<file path="src/rtl/ma_lsu_pkg.sv">
// Shared constants and types for the memory-access load/store unit.
// funct3 encodings follow RV32I; exception codes are what ma_exc_code reports.
package ma_lsu_pkg;

  localparam logic [2:0] F3_LB  = 3'b000;
  localparam logic [2:0] F3_LH  = 3'b001;
  localparam logic [2:0] F3_LW  = 3'b010;
  localparam logic [2:0] F3_LBU = 3'b100;
  localparam logic [2:0] F3_LHU = 3'b101;
  localparam logic [2:0] F3_SB  = 3'b000;
  localparam logic [2:0] F3_SH  = 3'b001;
  localparam logic [2:0] F3_SW  = 3'b010;

  localparam logic [1:0] EXC_NONE     = 2'b00;
  localparam logic [1:0] EXC_MISALIGN = 2'b01;
  localparam logic [1:0] EXC_RANGE    = 2'b10;
  localparam logic [1:0] EXC_ILLEGAL  = 2'b11;

  // One in-flight load waiting for its RAM read data.
  typedef struct packed {
    logic       valid;
    logic [4:0] rd;
    logic [2:0] funct3;
    logic [1:0] off;
  } ma_entry_t;

  function automatic logic f3_illegal(input logic is_load, input logic [2:0] f3);
    if (is_load) return (f3 == 3'b011) || (f3 == 3'b110) || (f3 == 3'b111);
    else         return (f3 > F3_SW);
  endfunction

endpackage

</file>
<file path="src/rtl/ma_load_align.sv">
// Selects the addressed byte/halfword lane from a RAM word and sign- or
// zero-extends it according to the load funct3.
module ma_load_align
  import ma_lsu_pkg::*;
(
  input  logic [2:0]  funct3_i,
  input  logic [1:0]  off_i,
  input  logic [31:0] rdata_i,
  output logic [31:0] data_o
);

  logic [31:0] shifted;

  always_comb begin
    shifted = rdata_i >> {off_i, 3'b000};
    case (funct3_i)
      F3_LB:   data_o = {{24{shifted[7]}}, shifted[7:0]};
      F3_LBU:  data_o = {24'h0, shifted[7:0]};
      F3_LH:   data_o = {{16{shifted[15]}}, shifted[15:0]};
      F3_LHU:  data_o = {16'h0, shifted[15:0]};
      default: data_o = shifted;
    endcase
  end

endmodule

</file>
<file path="src/rtl/ma_lsu.sv">
// Memory-access stage: drives the 1r1w data RAM for loads/stores, aligns the
// registered read data into a WB result and flags faulting accesses.
module ma_lsu
  import ma_lsu_pkg::*;
#(
  parameter int RAM_AW = 10
) (
  input  logic              clk,
  input  logic              rst,
  input  logic              stall,
  input  logic              flush,
  input  logic              ex_valid,
  input  logic              ex_load,
  input  logic              ex_store,
  input  logic [2:0]        ex_funct3,
  input  logic [31:0]       ex_addr,
  input  logic [31:0]       ex_wdata,
  input  logic [4:0]        ex_rd,
  output logic [RAM_AW-1:0] ram_radr,
  input  logic [31:0]       ram_rdata,
  output logic [RAM_AW-1:0] ram_wadr,
  output logic [31:0]       ram_wdata,
  output logic [3:0]        ram_wen,
  output logic              wb_valid,
  output logic [4:0]        wb_rd,
  output logic [31:0]       wb_data,
  output logic              ma_exc,
  output logic [1:0]        ma_exc_code,
  output logic [31:0]       ma_exc_addr
);

  logic        accept;
  logic [1:0]  off;
  logic [1:0]  err_code;
  logic        store_ok;
  logic        load_ok;
  logic [3:0]  store_mask;
  logic [31:0] load_data;

  ma_entry_t         ma_q, ma_d;
  logic [RAM_AW-1:0] radr_q, radr_d;
  logic              wb_valid_q, wb_valid_d;
  logic [4:0]        wb_rd_q, wb_rd_d;
  logic [31:0]       wb_data_q, wb_data_d;
  logic              exc_q, exc_d;
  logic [1:0]        exc_code_q, exc_code_d;
  logic [31:0]       exc_addr_q, exc_addr_d;

  assign off    = ex_addr[1:0];
  assign accept = ex_valid & (ex_load | ex_store) & ~stall & ~flush & ~rst;

  // Illegal funct3 outranks misalignment, which outranks range.
  always_comb begin
    err_code = EXC_NONE;
    if (f3_illegal(ex_load, ex_funct3))
      err_code = EXC_ILLEGAL;
    else if ((ex_funct3[1:0] == 2'b01 && off[0]) || (ex_funct3[1:0] == 2'b10 && off != 2'b00))
      err_code = EXC_MISALIGN;
    else if (|ex_addr[31:RAM_AW+2])
      err_code = EXC_RANGE;
  end

  assign store_ok = accept & ex_store & (err_code == EXC_NONE);
  assign load_ok  = accept & ex_load  & (err_code == EXC_NONE);

  always_comb begin
    case (ex_funct3[1:0])
      2'b00: begin
        ram_wdata  = {4{ex_wdata[7:0]}};
        store_mask = 4'b0001 << off;
      end
      2'b01: begin
        ram_wdata  = {2{ex_wdata[15:0]}};
        store_mask = 4'b0011 << off;
      end
      default: begin
        ram_wdata  = ex_wdata;
        store_mask = 4'b1111;
      end
    endcase
  end

  assign ram_wen  = store_ok ? store_mask : 4'b0000;
  assign ram_wadr = ex_addr[RAM_AW+1:2];
  // While stalled the RAM keeps re-reading the in-flight word so rdata stays valid.
  assign ram_radr = (stall & ~flush) ? radr_q : ex_addr[RAM_AW+1:2];

  ma_load_align u_align (
    .funct3_i (ma_q.funct3),
    .off_i    (ma_q.off),
    .rdata_i  (ram_rdata),
    .data_o   (load_data)
  );

  always_comb begin
    ma_d       = ma_q;
    radr_d     = radr_q;
    wb_valid_d = wb_valid_q;
    wb_rd_d    = wb_rd_q;
    wb_data_d  = wb_data_q;
    if (flush) begin
      ma_d.valid = 1'b0;
      wb_valid_d = 1'b0;
      radr_d     = ram_radr;
    end else if (!stall) begin
      ma_d.valid  = load_ok;
      ma_d.rd     = ex_rd;
      ma_d.funct3 = ex_funct3;
      ma_d.off    = off;
      radr_d      = ram_radr;
      wb_valid_d  = ma_q.valid;
      if (ma_q.valid) begin
        wb_rd_d   = ma_q.rd;
        wb_data_d = load_data;
      end
    end
    exc_d      = accept & (err_code != EXC_NONE);
    exc_code_d = exc_d ? err_code : exc_code_q;
    exc_addr_d = exc_d ? ex_addr  : exc_addr_q;
  end

  always_ff @(posedge clk) begin
    if (rst) begin
      ma_q       <= '0;
      radr_q     <= '0;
      wb_valid_q <= 1'b0;
      wb_rd_q    <= '0;
      wb_data_q  <= '0;
      exc_q      <= 1'b0;
      exc_code_q <= EXC_NONE;
      exc_addr_q <= '0;
    end else begin
      ma_q       <= ma_d;
      radr_q     <= radr_d;
      wb_valid_q <= wb_valid_d;
      wb_rd_q    <= wb_rd_d;
      wb_data_q  <= wb_data_d;
      exc_q      <= exc_d;
      exc_code_q <= exc_code_d;
      exc_addr_q <= exc_addr_d;
    end
  end

  assign wb_valid    = wb_valid_q;
  assign wb_rd       = wb_rd_q;
  assign wb_data     = wb_data_q;
  assign ma_exc      = exc_q;
  assign ma_exc_code = exc_code_q;
  assign ma_exc_addr = exc_addr_q;

endmodule
</file>
<file path="config.mk">
export PLATFORM = sky130hd
export DESIGN_NAME = ma_lsu
export DESIGN_NICKNAME = d
export VERILOG_FILES = /design/src/rtl/ma_lsu_pkg.sv /design/src/rtl/ma_load_align.sv /design/src/rtl/ma_lsu.sv
export SDC_FILE = /design/constraint.sdc
export NUM_CORES = 1
export LEC_CHECK = 0
export BUFFER_PORTS_ARGS = -buffer_cell sky130_fd_sc_hd__clkbuf_2
export CAP_MARGIN = 20
export CORE_MARGIN = 2
export CORE_UTILIZATION = 50
export CTS_BUF_LIST = sky130_fd_sc_hd__clkbuf_4 sky130_fd_sc_hd__clkbuf_8
export CTS_CLUSTER_DIAMETER = 100
export DETAILED_ROUTE_END_ITERATION = 10
export PLACE_DENSITY = 0.83
export SLEW_MARGIN = 20
export SYNTH_ARGS = -nofsm -noshare
export SYNTH_HDL_FRONTEND = slang
export SYNTH_SLANG_ARGS = --single-unit
export TNS_END_PERCENT = 50
</file>
<file path="constraint.sdc">
create_clock -name clk -period 5.4 [get_ports clk]
set_input_delay 1.35 -clock clk [delete_from_list [all_inputs] [get_ports clk]]
set_output_delay 1.35 -clock clk [all_outputs]
set_load 0.005 [all_outputs]
</file>
### After elaboration in Yosys (flattened, before gate mapping)

Index checks and enable logic that the tools add are counted.

| word-level totals | value |
|---|---|
| register bits after elaboration | 94 |
| logic and storage cells | 63 |
| input bits | 111 |

| cells by class | value |
|---|---|
| order comparisons | 1 |
| mux-type cells | 11 |
| equal/unequal tests | 9 |
| reduce and logical (&&, ||, !) cells | 14 |
| bitwise gates (word level) | 14 |
| shift operators | 3 |

Operator list:

| operator | count |
|---|---|
| $pmux W32 S4 | 1 |
| $pmux W32 S2 | 1 |
| $shr A32 B5 Y32 | 1 |
| $mux W10 | 3 |
| $reduce_or A20 Y1 | 1 |
| $eq A3 B3 Y1 const B | 4 |
| $and A1 B1 Y1 | 10 |
| $pmux W4 S2 | 1 |
| $mux W2 | 3 |
| $logic_not A2 Y1 | 2 |
| $mux W4 | 1 |
| $reduce_bool A2 Y1 | 2 |
| $shl A1 B2 Y4 const A | 1 |
| $shl A2 B2 Y4 const A | 1 |
| $eq A3 B1 Y1 const B | 1 |
| $eq A3 B2 Y1 const B | 1 |
| $gt A3 B2 Y1 const B | 1 |
| $logic_not A3 Y1 | 1 |
| $logic_or A1 B1 Y1 | 3 |
| $not A1 Y1 | 3 |
| $reduce_and A3 Y1 | 1 |
| $eq A2 B1 Y1 const B | 1 |
| $eq A2 B2 Y1 const B | 1 |
| $logic_and A1 B1 Y1 | 2 |
| 5 further kinds | 5 |

### Logic depth before layout (Yosys ltp)

Gate-level depths: netlist of run 1.

| depth | value |
|---|---|
| depth after elaboration | 8 |
| gate-level depth with buffers | 6 |
| depth with buffers taken out | 4 |

### Modules after synthesis

From an unflattened synthesis of run 1, not the netlist that was laid out.

| second synthesis, totals | value |
|---|---|
| cells, all modules | 703 |
| area total of the unflattened synthesis | 5532.8 sq um |

By module, submodules not included:

| module | area an instance (sq um) | sequential area each (sq um) | instances | cells an instance |
|---|---|---|---|---|
| ma_lsu | 4838.4 | 1881.8 | 1 | 596 |
| ma_load_align | 694.4 | 0.0 | 1 | 107 |

### Worst setup path after synthesis of run 1

OpenSTA, ideal clock, no wires.

| timing path | value |
|---|---|
| path type | input to output |
| start point | in ex_addr[0] |
| end point | out ram_wen[1] |
| data required time | 4050 ps |
| path buffers | 1 |
| data arrival time | 2602 ps |
| stages | 5 |
| path slack | 1448 ps |
| cell sequence | buf_2 -> or4_1 -> o31ai_2 -> nand3_2 -> a211oi_1 |

| on the way | value |
|---|---|
| word-level cells in the longest chain between the ends | 8 |
| elaborated cells between the ends (all ways) | 12 |

Ends and longest elaborated chain:

| item | line | text |
|---|---|---|
| start: declaration | ma_lsu.sv:16 | `input logic [31:0] ex_addr,` |
| $reduce_bool A2 Y1 | ma_lsu.sv:57 | `else if ((ex_funct3[1:0] == 2'b01 && off[0]) \|\| (ex_funct3[1:0] == 2'b10 && off != 2'b00))` |
| $logic_and A1 B1 Y1 | ma_lsu.sv:57 |  |
| $logic_or A1 B1 Y1 | ma_lsu.sv:57 |  |
| $mux W2 | ma_lsu.sv:57 |  |
| $mux W2 | ma_lsu.sv:55 | `if (f3_illegal(ex_load, ex_funct3))` |
| $logic_not A2 Y1 | ma_lsu.sv:63 | `assign store_ok = accept & ex_store & (err_code == EXC_NONE);` |
| $and A1 B1 Y1 | ma_lsu.sv:63 |  |
| $mux W4 * | ma_lsu.sv:83 | `assign ram_wen = store_ok ? store_mask : 4'b0000;` |
| end: declaration | ma_lsu.sv:23 | `output logic [3:0] ram_wen,` |

Mark *: on every way between the ends. The rest lies on a longest branch, timed or not.

### Worst setup path after layout of run 1

| timing path | value |
|---|---|
| start point | in ex_funct3[0] |
| end point | out ram_wen[3] |

| on the way | value |
|---|---|
| word-level cells in the longest chain between the ends | 8 |
| elaborated cells between the ends (all ways) | 19 |

Ends and longest elaborated chain:

| item | line | text |
|---|---|---|
| start: declaration | ma_lsu.sv:15 | `input logic [2:0] ex_funct3,` |
| parallel branches: the longest is 7 deep, another holds $gt A3 B2 Y1 | -- |  |
| $mux W4 * | ma_lsu.sv:83 |  |

Every way passes the cells marked *.

==> summary.txt, run 1 <==
Cells and area
  • Nets: 947
  • Final Util: 62.5%
  • Layout cell share with drive strength beyond 1: 38.3%
  • P&R area growth vs syn: 23.1%
  • Fillers: 986
  • Fin area: 0.00669 mm²
  • Antenna Diode Count: 0
  • Non-Filler Instances: 981

Clock network
  • Later-pin clock latency in the skew report: 0.36 ns
  • CTS Buf Count: 9
  • Root Buffer: clkbuf_8
  • H-tree depth: 3
  • Hold-fix buffers, CTS: 0
  • Post-CTS sizing: 0
  • Clock slew at the register clock pins of the worst setup and hold paths: 0.09 ns
  • Count of clock tree sinks: 94
  • CTS tree: done
  • # Post-CTS Setup Buffers: 0
  • CTS Buffer Depth: 2

Detailed routing
  • Final antenna-violating net count: 0
  • Drt drc: 0
  • Initial DRC count: 396
  • DRT Wirelength: 15,600 µm
  • Drt first pass iters: 5
  • Via density: 5.60
  • Wire per inst: 15.9 µm
  • DR vias: 5,493

Synth
  • Async S/R FF share, synth: 0%
  • Main synth FF type: dfxtp_1
  • Netlist cell types: 48
  • Flops & latches, synth: 94
  • Synth area leaders: dfxtp_1 35%, mux2_2 7.3%, nor2b_1 5.5%
  • Syn nets: 767
  • Mapped Cells: 656
  • Number of enable flip-flop cells after synthesis: 0
  • Synth warn: 0
  • Mapped Area: 0.00543 mm²
  • Post-synth top area share: 34.6%
  • Largest area contributor in the netlist: dfxtp_1
  • Sequential share of the synthesized area: 34.6%
  • Avg Cell Area, Syn: 8.28 µm²

Placement
  • Placed cells: 965
  • Number of port buffers: 239
  • RD Place Congestion: 0.817
  • Dpl hpwl: 11,400 µm
  • Cell Area, Placed: 0.00648 mm²

Timing
  • Worst slew pin tran: 0.864 ns
  • Final setup fails: 0
  • Max Fclk: 237 MHz
  • Pins Over Slew Limit: 0
  • Fin Clk Skew: 0.0113 ns
  • Setup TNS: 0 ns
  • Period utilization: 78.0%
  • RSZ-0062 raised after global routing: no
  • Tmin final: 4.21 ns
  • Worst slew margin: 42.4%
  • Final hold vios: 0

Global route
  • GRT Resource Usage Total: 26.3%
  • Vias in the first global route: 4,990
  • Grt ovf: 0
  • Initial antenna violation count: 0
  • Largest net degree at the start of global routing: 89
  • Global-route wire length before repair: 24,500 µm

Setup path
  • WS Path Type: primary input to output pin
  • CP required: 4.05 ns
  • Reg2reg setup slack: 3.18 ns
  • CP max stage delay: 0.56 ns
  • Worst path bufs/invs: 2
  • CP Max Fanout: 18
  • Worst setup EP type: output pin
  • Worst r2r src: ma_q[1]
  • Critical Path, Cell by Cell: clkbuf_2, or4_1, o31ai_4, nand3_2, a211oi_1, clkbuf_2
  • CP arrival: 2.86 ns
  • CP most frequent cell: clkbuf_2
  • Delay-heaviest family, CP: simple AND/OR/NAND/NOR gates
  • Critical path launch point: ex_funct3[0]
  • CP startpoint kind: primary input
  • CP max-delay cell: or4_1

Power
  • VDD IR max: 0.116 mV
  • PD cells: 216 mW/mm²
  • Tot Pwr: 1.44 mW
  • Leakage: 2.93 nW

Floorplanning
  • Die Footprint: 0.0117 mm²
  • Rows: 38
  • Chip Height: 108 µm
  • Die X: 108 µm
  • Starting Density: 50.8%
  • Top Ports: 240
  • Core Area: 0.0107 mm²

Status
  • Status: finished clean

Hold path
  • HP Class: register to register
  • HP Start: ma_q[7]

Flow run
  • Max-Cap Viols: 0
==> synthesized netlist by cell type, types with 18 or more instances <==
| cell type | instances |
|---|---|
| a211oi_1 | 18 |
| a21oi_1 | 53 |
| buf_4 | 18 |
| clkbuf_1 | 36 |
| dfxtp_1 | 94 |
| mux2_2 | 35 |
| mux2i_1 | 24 |
| nand2_1 | 78 |
| nand3_1 | 34 |
| nand3b_1 | 20 |
| nand4_1 | 33 |
| nor2_1 | 32 |
| nor2b_1 | 48 |
| o21ai_0 | 21 |
==> flip-flops by register name, indices dropped and copies added (netlist names) <==
register	count
ma_exc_code	2
ma_q	11
wb_valid	1
ma_exc	1
ma_exc_addr	32
radr_q	10
wb_rd	5
wb_data	32
==> power breakdown <==
group          internal [mW]  switching [mW]  leakage (nW)
Clock                  0.238           0.248        0.0976
Sequential             0.707         0.00728         0.762
Combinational          0.111           0.132          2.07
==> per-stage QoR <==
stage | hold WS [ns] | worst slack [ns]
after detailed placement | 0.445 | 1.18
after floorplan | 0.432 | 1.45
after global placement | 0.441 | 1.21
after global routing | 0.472 | 1.00
after CTS | 0.458 | 1.18
final | 0.451 | 1.19
==> path summary, 6_finish.rpt <==
check / endpoint / cells after the start
setup / recovery: ram_wen[3] / 6
hold / removal: wb_rd[2] / 2
setup reg to reg: wb_data[24] / 4
hold reg to reg: wb_rd[2] / 2
==> cells by family (layout without fill, tap and decap cells) <==
family | after synthesis | after routing | share of synthesized area [%]
DFF | 94 | 94 | 34.6
and+or+nand+nor | 288 | 288 | 30.0
AOI/OAI and AO/OA | 128 | 128 | 14.6
xor gates and xnor gates | 1 | 1 | 0.161
buffers and inverters | 83 | 268 | 7.90
muxes | 62 | 62 | 12.7
==> final cells by class <==
| type | count | area [µm²] | area share [%] |
|---|---|---|---|
| inverters | 3 | 11.3 | 0.168 |
| clock buffers | 11 | 151 | 2.26 |
| well taps | 140 | 175 | 2.62 |
| multi-input cells | 479 | 3140 | 46.9 |
| clock inverters | 5 | 57.6 | 0.861 |
| flip-flops and latches | 94 | 1880 | 28.1 |
| repair buffers | 249 | 1270 | 19.0 |
==> worst min-delay path, delay by kind of cell (launching register included) <==
family	cells	cell delay (ns)
DFF	1	0.32
AOI/OAI and AO/OA	1	0.05
and+or+nand+nor	1	0.05
==> layout by cell type (no fill, tap or decap), types with 18 or more instances in the layout <==
cell | netlist | routed
clkbuf_2 | 0 | 238
a21oi_1 | 53 | 53
nand4_1 | 33 | 33
o21ai_0 | 21 | 21
nand3b_1 | 20 | 20
dfxtp_1 | 94 | 94
mux2_2 | 35 | 35
mux2i_1 | 24 | 24
nor2b_1 | 48 | 48
nand3_1 | 34 | 34
nor2_1 | 32 | 32
nand2_1 | 78 | 78
a211oi_1 | 18 | 18
==> layer usage <==
| layer | vias up | GRT usage (%) | share of wire [%] |
|---|---|---|---|
| li1 | 2693 | - | - |
| met2 | 243 | 43.7 | 48 |
| met5 | - | 0 | 0 |
| met3 | 31 | 5.42 | 7.6 |
| met1 | 2526 | 33.2 | 41 |
| met4 | 0 | 10.9 | 2.6 |
Note: power is estimated with default switching activity, not from simulation.
==> run 2, diff against run 1 <==
- CORE_UTILIZATION: 50 -> 45
- PLACE_DENSITY: 0.83 -> 0.79
- clock period: 5.4 -> 3.5 ns (I/O delays scaled with it)
==> run 2 against run 1 <==
Clock-buffer cell count is 1 lower. Via count is 0.56% higher. Cell area is 0.41% higher. Register-to-register slack worse by 1.9 ns. Combinational power is 56% higher. Sequential cell count stayed put. Sequential share of layout area is 0.12 points lower. Critical endpoint unchanged.
==> summary.txt, run 2 (synthesis gave the netlist of run 1 again) <==
Floorplanning
  • Chip Height: 114 µm (+5.2%)
  • Core Area: 0.0119 mm² (+11%)
  • Starting Density: 45.6% (-5.2 points)
  • Die Footprint: 0.0130 mm² (+11%)
  • Rows: 40 (+5.3%)
  • Die X: 114 µm (+5.2%)
  • Top Ports: 240 (unchanged)

Placement
  • Placed cells: 976 (+1.1%)
  • Number of port buffers: 239 (unchanged)
  • Cell Area, Placed: 0.00652 mm² (+0.60%)
  • Dpl hpwl: 11,700 µm (+2.3%)
  • Pre-CTS setup slack: 0.281 ns (-0.895 ns)
  • RD Place Congestion: 0.822 (+0.61%)

Detailed routing
  • Wl on met1: 6870 µm (+6.1%)
  • Met3 wire length: 1010 µm (-16%)
  • Final antenna-violating net count: 0 (unchanged)
  • DR vias: 5,524 (+0.56%)
  • Wire per inst: 16.2 µm (+1.9%)
  • Via density: 5.57 (-0.45%)
  • Drt first pass iters: 5 (unchanged)
  • Top Layer Used: met4
  • Drt drc: 0 (unchanged)
  • Initial DRC count: 396 (unchanged)
  • Metal2 WL: 7810 µm (+3.2%)
  • DRT Wirelength: 16,100 µm (+2.9%)

Global route
  • Largest net degree at the start of global routing: 70 (-21%)
  • Initial antenna violation count: 0 (unchanged)
  • Vias in the first global route: 5,060 (+1.4%)
  • GRT Resource Usage Total: 23.7% (-2.6 points)
  • Global-route wire length before repair: 24,900 µm (+1.8%)
  • Grt ovf: 0 (unchanged)

Status
  • Status: finished clean

Cells and area
  • Final Util: 56.4% (-6.1 points)
  • Nets: 951 (+0.42%)
  • P&R area growth vs syn: 23.6%
  • Layout cell share with drive strength beyond 1: 38.5% (+0.22 points)
  • Fin area: 0.00672 mm² (+0.41%)
  • Most frequent cells in the layout: 238 x clkbuf_2, 94 x dfxtp_1, 78 x nand2_1, 53 x a21oi_1, 48 x nor2b_1
  • Fillers: 1,100 (+12%)
  • Antenna Diode Count: 0 (unchanged)
  • Commonest non-fill, non-tap cell in the layout: clkbuf_2
  • Non-Filler Instances: 991 (+1.0%)

Timing
  • Final WS setup: 0.295 ns (-0.892 ns)
  • Fin Clk Skew: 0.00448 ns (-0.00680 ns)
  • Pins Over Slew Limit: 0 (unchanged)
  • Final setup fails: 0 (unchanged)
  • Period utilization: 91.6%
  • Final hold vios: 0 (unchanged)
  • Max Fclk: 312 MHz
  • RSZ-0062 raised after global routing: no
  • Tmin final: 3.21 ns
  • Worst slew pin tran: 0.800 ns (-0.0643 ns)
  • Setup TNS: 0 ns (unchanged)
  • Worst slew margin: 46.7% (+4.3 points)

Setup path
  • CP startpoint kind: primary input
  • Worst setup EP type: output pin
  • Critical Path, Cell by Cell: clkbuf_2, or4_1, o31ai_4, nand3_2, a211oi_1, clkbuf_2
  • CP required: 2.62 ns (-1.43 ns)
  • CP arrival: 2.33 ns (-0.53 ns)
  • CP max stage delay: 0.61 ns (+0.05 ns)
  • CP max-delay cell: or4_1
  • CP most frequent cell: clkbuf_2
  • CP Max Fanout: 9 (-9)
  • WS Path Type: primary input to output pin

Clock network
  • Clock slew at the register clock pins of the worst setup and hold paths: 0.09 ns (about the same)
  • CTS Buf Count: 9 (unchanged)
  • CTS Buffer Depth: 2 (unchanged)
  • Count of clock tree sinks: 94 (unchanged)
  • Root Buffer: clkbuf_8
  • H-tree depth: 3 (unchanged)
  • CTS tree: done
  • Post-CTS sizing: 0 (unchanged)
  • Later-pin clock latency in the skew report: 0.36 ns (about the same)
  • Hold-fix buffers, CTS: 0 (unchanged)
  • # Post-CTS Setup Buffers: 0 (unchanged)

Power
  • Leakage: 2.95 nW (+0.71%)
  • PD cells: 331 mW/mm² (+53%)
  • VDD IR max: 0.140 mV (+20%)

Hold path
  • HP Class: register to register

Flow run
  • Max-Cap Viols: 0 (unchanged)
-- run 2: changes by cell type in the layout (fill, tap and decap cells not counted) --
| cell | before | now |
|---|---|---|
| clkinv_4 | 0 | 2 |
| buf_4 | 11 | 15 |
| clkinvlp_4 | 3 | 1 |
| clkbuf_8 | 11 | 10 |
-- run 2: final timing paths --
check                                start     endpoint  slack, ns  cells after the start
worst max-delay path            ex_addr[1]   ram_wen[3]       0.29                      6
worst min-delay path               ma_q[9]     wb_rd[4]       0.46                      2
worst max register to register     ma_q[0]  wb_data[26]       1.28                      5
worst min register to register     ma_q[9]     wb_rd[4]       0.46                      2
-- run 2: power breakdown --
part / switching, mW / total (mW) / internal [mW]
Sequential: 0.0117 / 1.10 / 1.09
Clock: 0.393 / 0.741 / 0.347
Combinational: 0.206 / 0.379 / 0.173
Total: 0.611 / 2.22 / 1.61
-- run 2: layer usage --
layer,up-vias,GRT usage [%]
met1,2555,29.5
met2,226,40.8
met5,-,0
met4,0,9.11
met3,30,4.25
li1,2713,-
-- run 2: worst max-delay path: cells and delay by family --
kind | cells | cell delay [ns]
AND/OR/NAND/NOR | 2 | 0.78
buffers and inverters | 2 | 0.31
AO/OA/AOI/OAI | 2 | 0.36
-- run 2: area by class of cell --
class | count | area [µm²] | area share (%)
clock inverter | 5 | 60.1 | 0.894
tap | 147 | 184 | 2.74
clock buffer | 10 | 138 | 2.05
sequential | 94 | 1880 | 28.0
multi-input combinational | 479 | 3140 | 46.7
timing repair buffer | 253 | 1300 | 19.4
inverter | 3 | 11.3 | 0.168
-- run 2: stage by stage --
stage               hold slack [ns]  power [mW]
finish                        0.458        2.22
global route                  0.470        2.31
CTS                           0.459        2.23
detailed placement            0.447        1.51
global placement              0.437        1.50
floorplan                     0.432        1.35
==> run 3, diff against run 2 <==
- CORE_MARGIN: 2 -> default
==> run 3 against run 2 <==
The run now ends with DRC left. Global-route usage rose by 1.9 points. Sequential share of layout area fell by 0.11 points. First-iteration DRC count rose by 12%. Maximum frequency fell by 0.78%. Wire length fell by 1.4%. Core utilization rose by 1.7 points. Clock power rose by 8.2%. Hold slack got worse by 0.0037 ns. Sequential cell count did not move. Cell count fell by 0.30%. Critical path type unchanged.
==> summary.txt, run 3 (synthesis gave the netlist of run 1 again) <==
Detailed routing
  • Final antenna-violating net count: 0 (unchanged)
  • Drt first pass iters: 10 (+5)
  • Via density: 5.58 (about the same)
  • Drt drc: 13 (+13)
  • Wire per inst: 16.1 µm (-1.1%)
  • DR vias: 5,509 (-0.27%)
  • DRT Wirelength: 15,900 µm (-1.4%)
  • Initial DRC count: 445 (+12%)

Clock network
  • Hold-fix buffers, CTS: 0 (unchanged)
  • CTS Buffer Depth: 2 (unchanged)
  • CTS tree: done
  • # Post-CTS Setup Buffers: 0 (unchanged)
  • Root Buffer: clkbuf_8
  • H-tree depth: 3 (unchanged)
  • Later-pin clock latency in the skew report: 0.37 ns (about the same)
  • Post-CTS sizing: 0 (unchanged)
  • Clock slew at the register clock pins of the worst setup and hold paths: 0.10 ns (about the same)
  • Count of clock tree sinks: 94 (unchanged)
  • CTS Buf Count: 9 (unchanged)

Placement
  • RD Place Congestion: 0.837 (+1.8%)
  • Dpl hpwl: 11,600 µm (-0.55%)
  • Number of port buffers: 239 (unchanged)
  • Pre-CTS setup slack: 0.254 ns (-0.0277 ns)
  • Placed cells: 972 (-0.41%)

Flow run
  • Max-Cap Viols: 0 (unchanged)

Setup path
  • CP arrival: 2.36 ns (+0.03 ns)
  • CP Max Fanout: 9 (unchanged)
  • Worst r2r src: ma_q[1]
  • R2R Path End: wb_data[29]
  • WS Path Type: primary input to output pin
  • Reg2reg setup slack: 1.29 ns (about the same)
  • CP startpoint kind: primary input
  • CP required: 2.62 ns (about the same)
  • Worst setup EP type: output pin
  • Depth of the worst register-to-register path: 4 (-1)

Timing
  • Final WS setup: 0.269 ns (-0.0251 ns)
  • Max Fclk: 310 MHz (-0.78%)
  • Worst slew margin: 51.1% (+4.4 points)
  • Final setup fails: 0 (unchanged)
  • RSZ-0062 raised after global routing: no
  • Period utilization: 92.3% (+0.72 points)
  • Pins Over Slew Limit: 0 (unchanged)
  • Final hold vios: 0 (unchanged)
  • Worst slew pin tran: 0.732 ns (-0.0678 ns)
  • Setup TNS: 0 ns (unchanged)
  • Fin Clk Skew: 0.00719 ns (+0.00272 ns)
  • Tmin final: 3.23 ns (+0.0251 ns)

Cells and area
  • Layout cell share with drive strength beyond 1: 38.6% (+0.073 points)
  • Final Util: 58.0% (+1.7 points)
  • Non-Filler Instances: 988 (-0.30%)
  • P&R area growth vs syn: 24.1%
  • Commonest non-fill, non-tap cell in the layout: clkbuf_2
  • Seq. cell area: 0.00188 mm² (unchanged)
  • Fillers: 1,078 (-2.0%)
  • Footprint of the multi-input gates: 0.00314 mm² (+0.24%)
  • Antenna Diode Count: 0 (unchanged)
  • Most frequent cells in the layout: 238 x clkbuf_2, 94 x dfxtp_1, 78 x nand2_1, 53 x a21oi_1, 48 x nor2b_1
  • Nets: 951 (unchanged)

Global route
  • Global-route wire length before repair: 25,800 µm (+3.5%)
  • Vias in the first global route: 5,257 (+3.9%)
  • GRT Resource Usage Total: 25.6% (+1.9 points)
  • Initial antenna violation count: 0 (unchanged)
  • Largest net degree at the start of global routing: 73 (+4.3%)
  • Grt ovf: 0 (unchanged)

Floorplanning
  • Chip Height: 112 µm (-1.8%)
  • Top Ports: 240 (unchanged)
  • Starting Density: 46.8% (+1.2 points)
  • Die X: 112 µm (-1.8%)
  • Core Area: 0.0116 mm² (-2.5%)
  • Rows: 39 (-2.5%)
  • Die Footprint: 0.0125 mm² (-3.5%)

Power
  • VDD IR max: 0.154 mV (+10%)
  • PD cells: 339 mW/mm² (+2.4%)
  • Leakage: 2.96 nW (+0.29%)
  • Tot Pwr: 2.28 mW (+2.8%)

Hold path
  • Min-Delay Endpoint: wb_rd[2]
  • HP Start: ma_q[7]
  • Hold Path Depth: 2 (unchanged)
  • HP Class: register to register

Status
  • Violated checks: DRC
  • Status: finished, violations left
[run 3: how the worst max path moves through the flow]
stage,from,end,slack [ns],depth (start not counted)
finish,ex_addr[1],ram_wen[3],0.27,6
global route,ex_addr[1],ram_wen[3],0.16,6
CTS,ex_addr[1],ram_wen[3],0.25,6
detailed placement,ex_addr[1],ram_wen[3],0.25,6
global placement,ex_addr[1],ram_wen[1],0.33,6
floorplan,ex_addr[0],ram_wen[1],0.50,5
[run 3: critical path, cell delays in order]
cell and delay [ns]:
clkbuf_2 0.15, or4_1 0.61, o31ai_4 0.10, nand3_2 0.17
a211oi_1 0.29, clkbuf_2 0.16
[run 3: where the power goes]
group / switching, mW / internal, mW
Clock: 0.397 / 0.404
Combinational: 0.205 / 0.174
Sequential: 0.0128 / 1.09
Total: 0.615 / 1.67
[run 3: metrics by stage]
stage	hold slack, ns	instance area, µm²
floorplan	0.432	5430
global placement	0.439	6510
detailed placement	0.446	6510
CTS	0.457	6730
global route	0.476	6740
finish	0.455	6740
[run 3: cell type report]
class / instances / area share [%]
multi-input cells: 479 / 46.6
flip-flops and latches: 94 / 27.9
repair buffers: 253 / 19.3
well taps: 143 / 2.65
clock buffers: 9 / 1.84
clock inverters: 7 / 1.45
inverters: 3 / 0.167
[run 3: layer usage]
metal  part of all wire (%)  global-route usage [%]  routed length (µm)
met1                     42                    31.9                6700
met2                     49                    43.9                7750
met3                    5.6                    3.05                 893
met4                    3.3                    12.3                 516
met5                      0                       0                   0
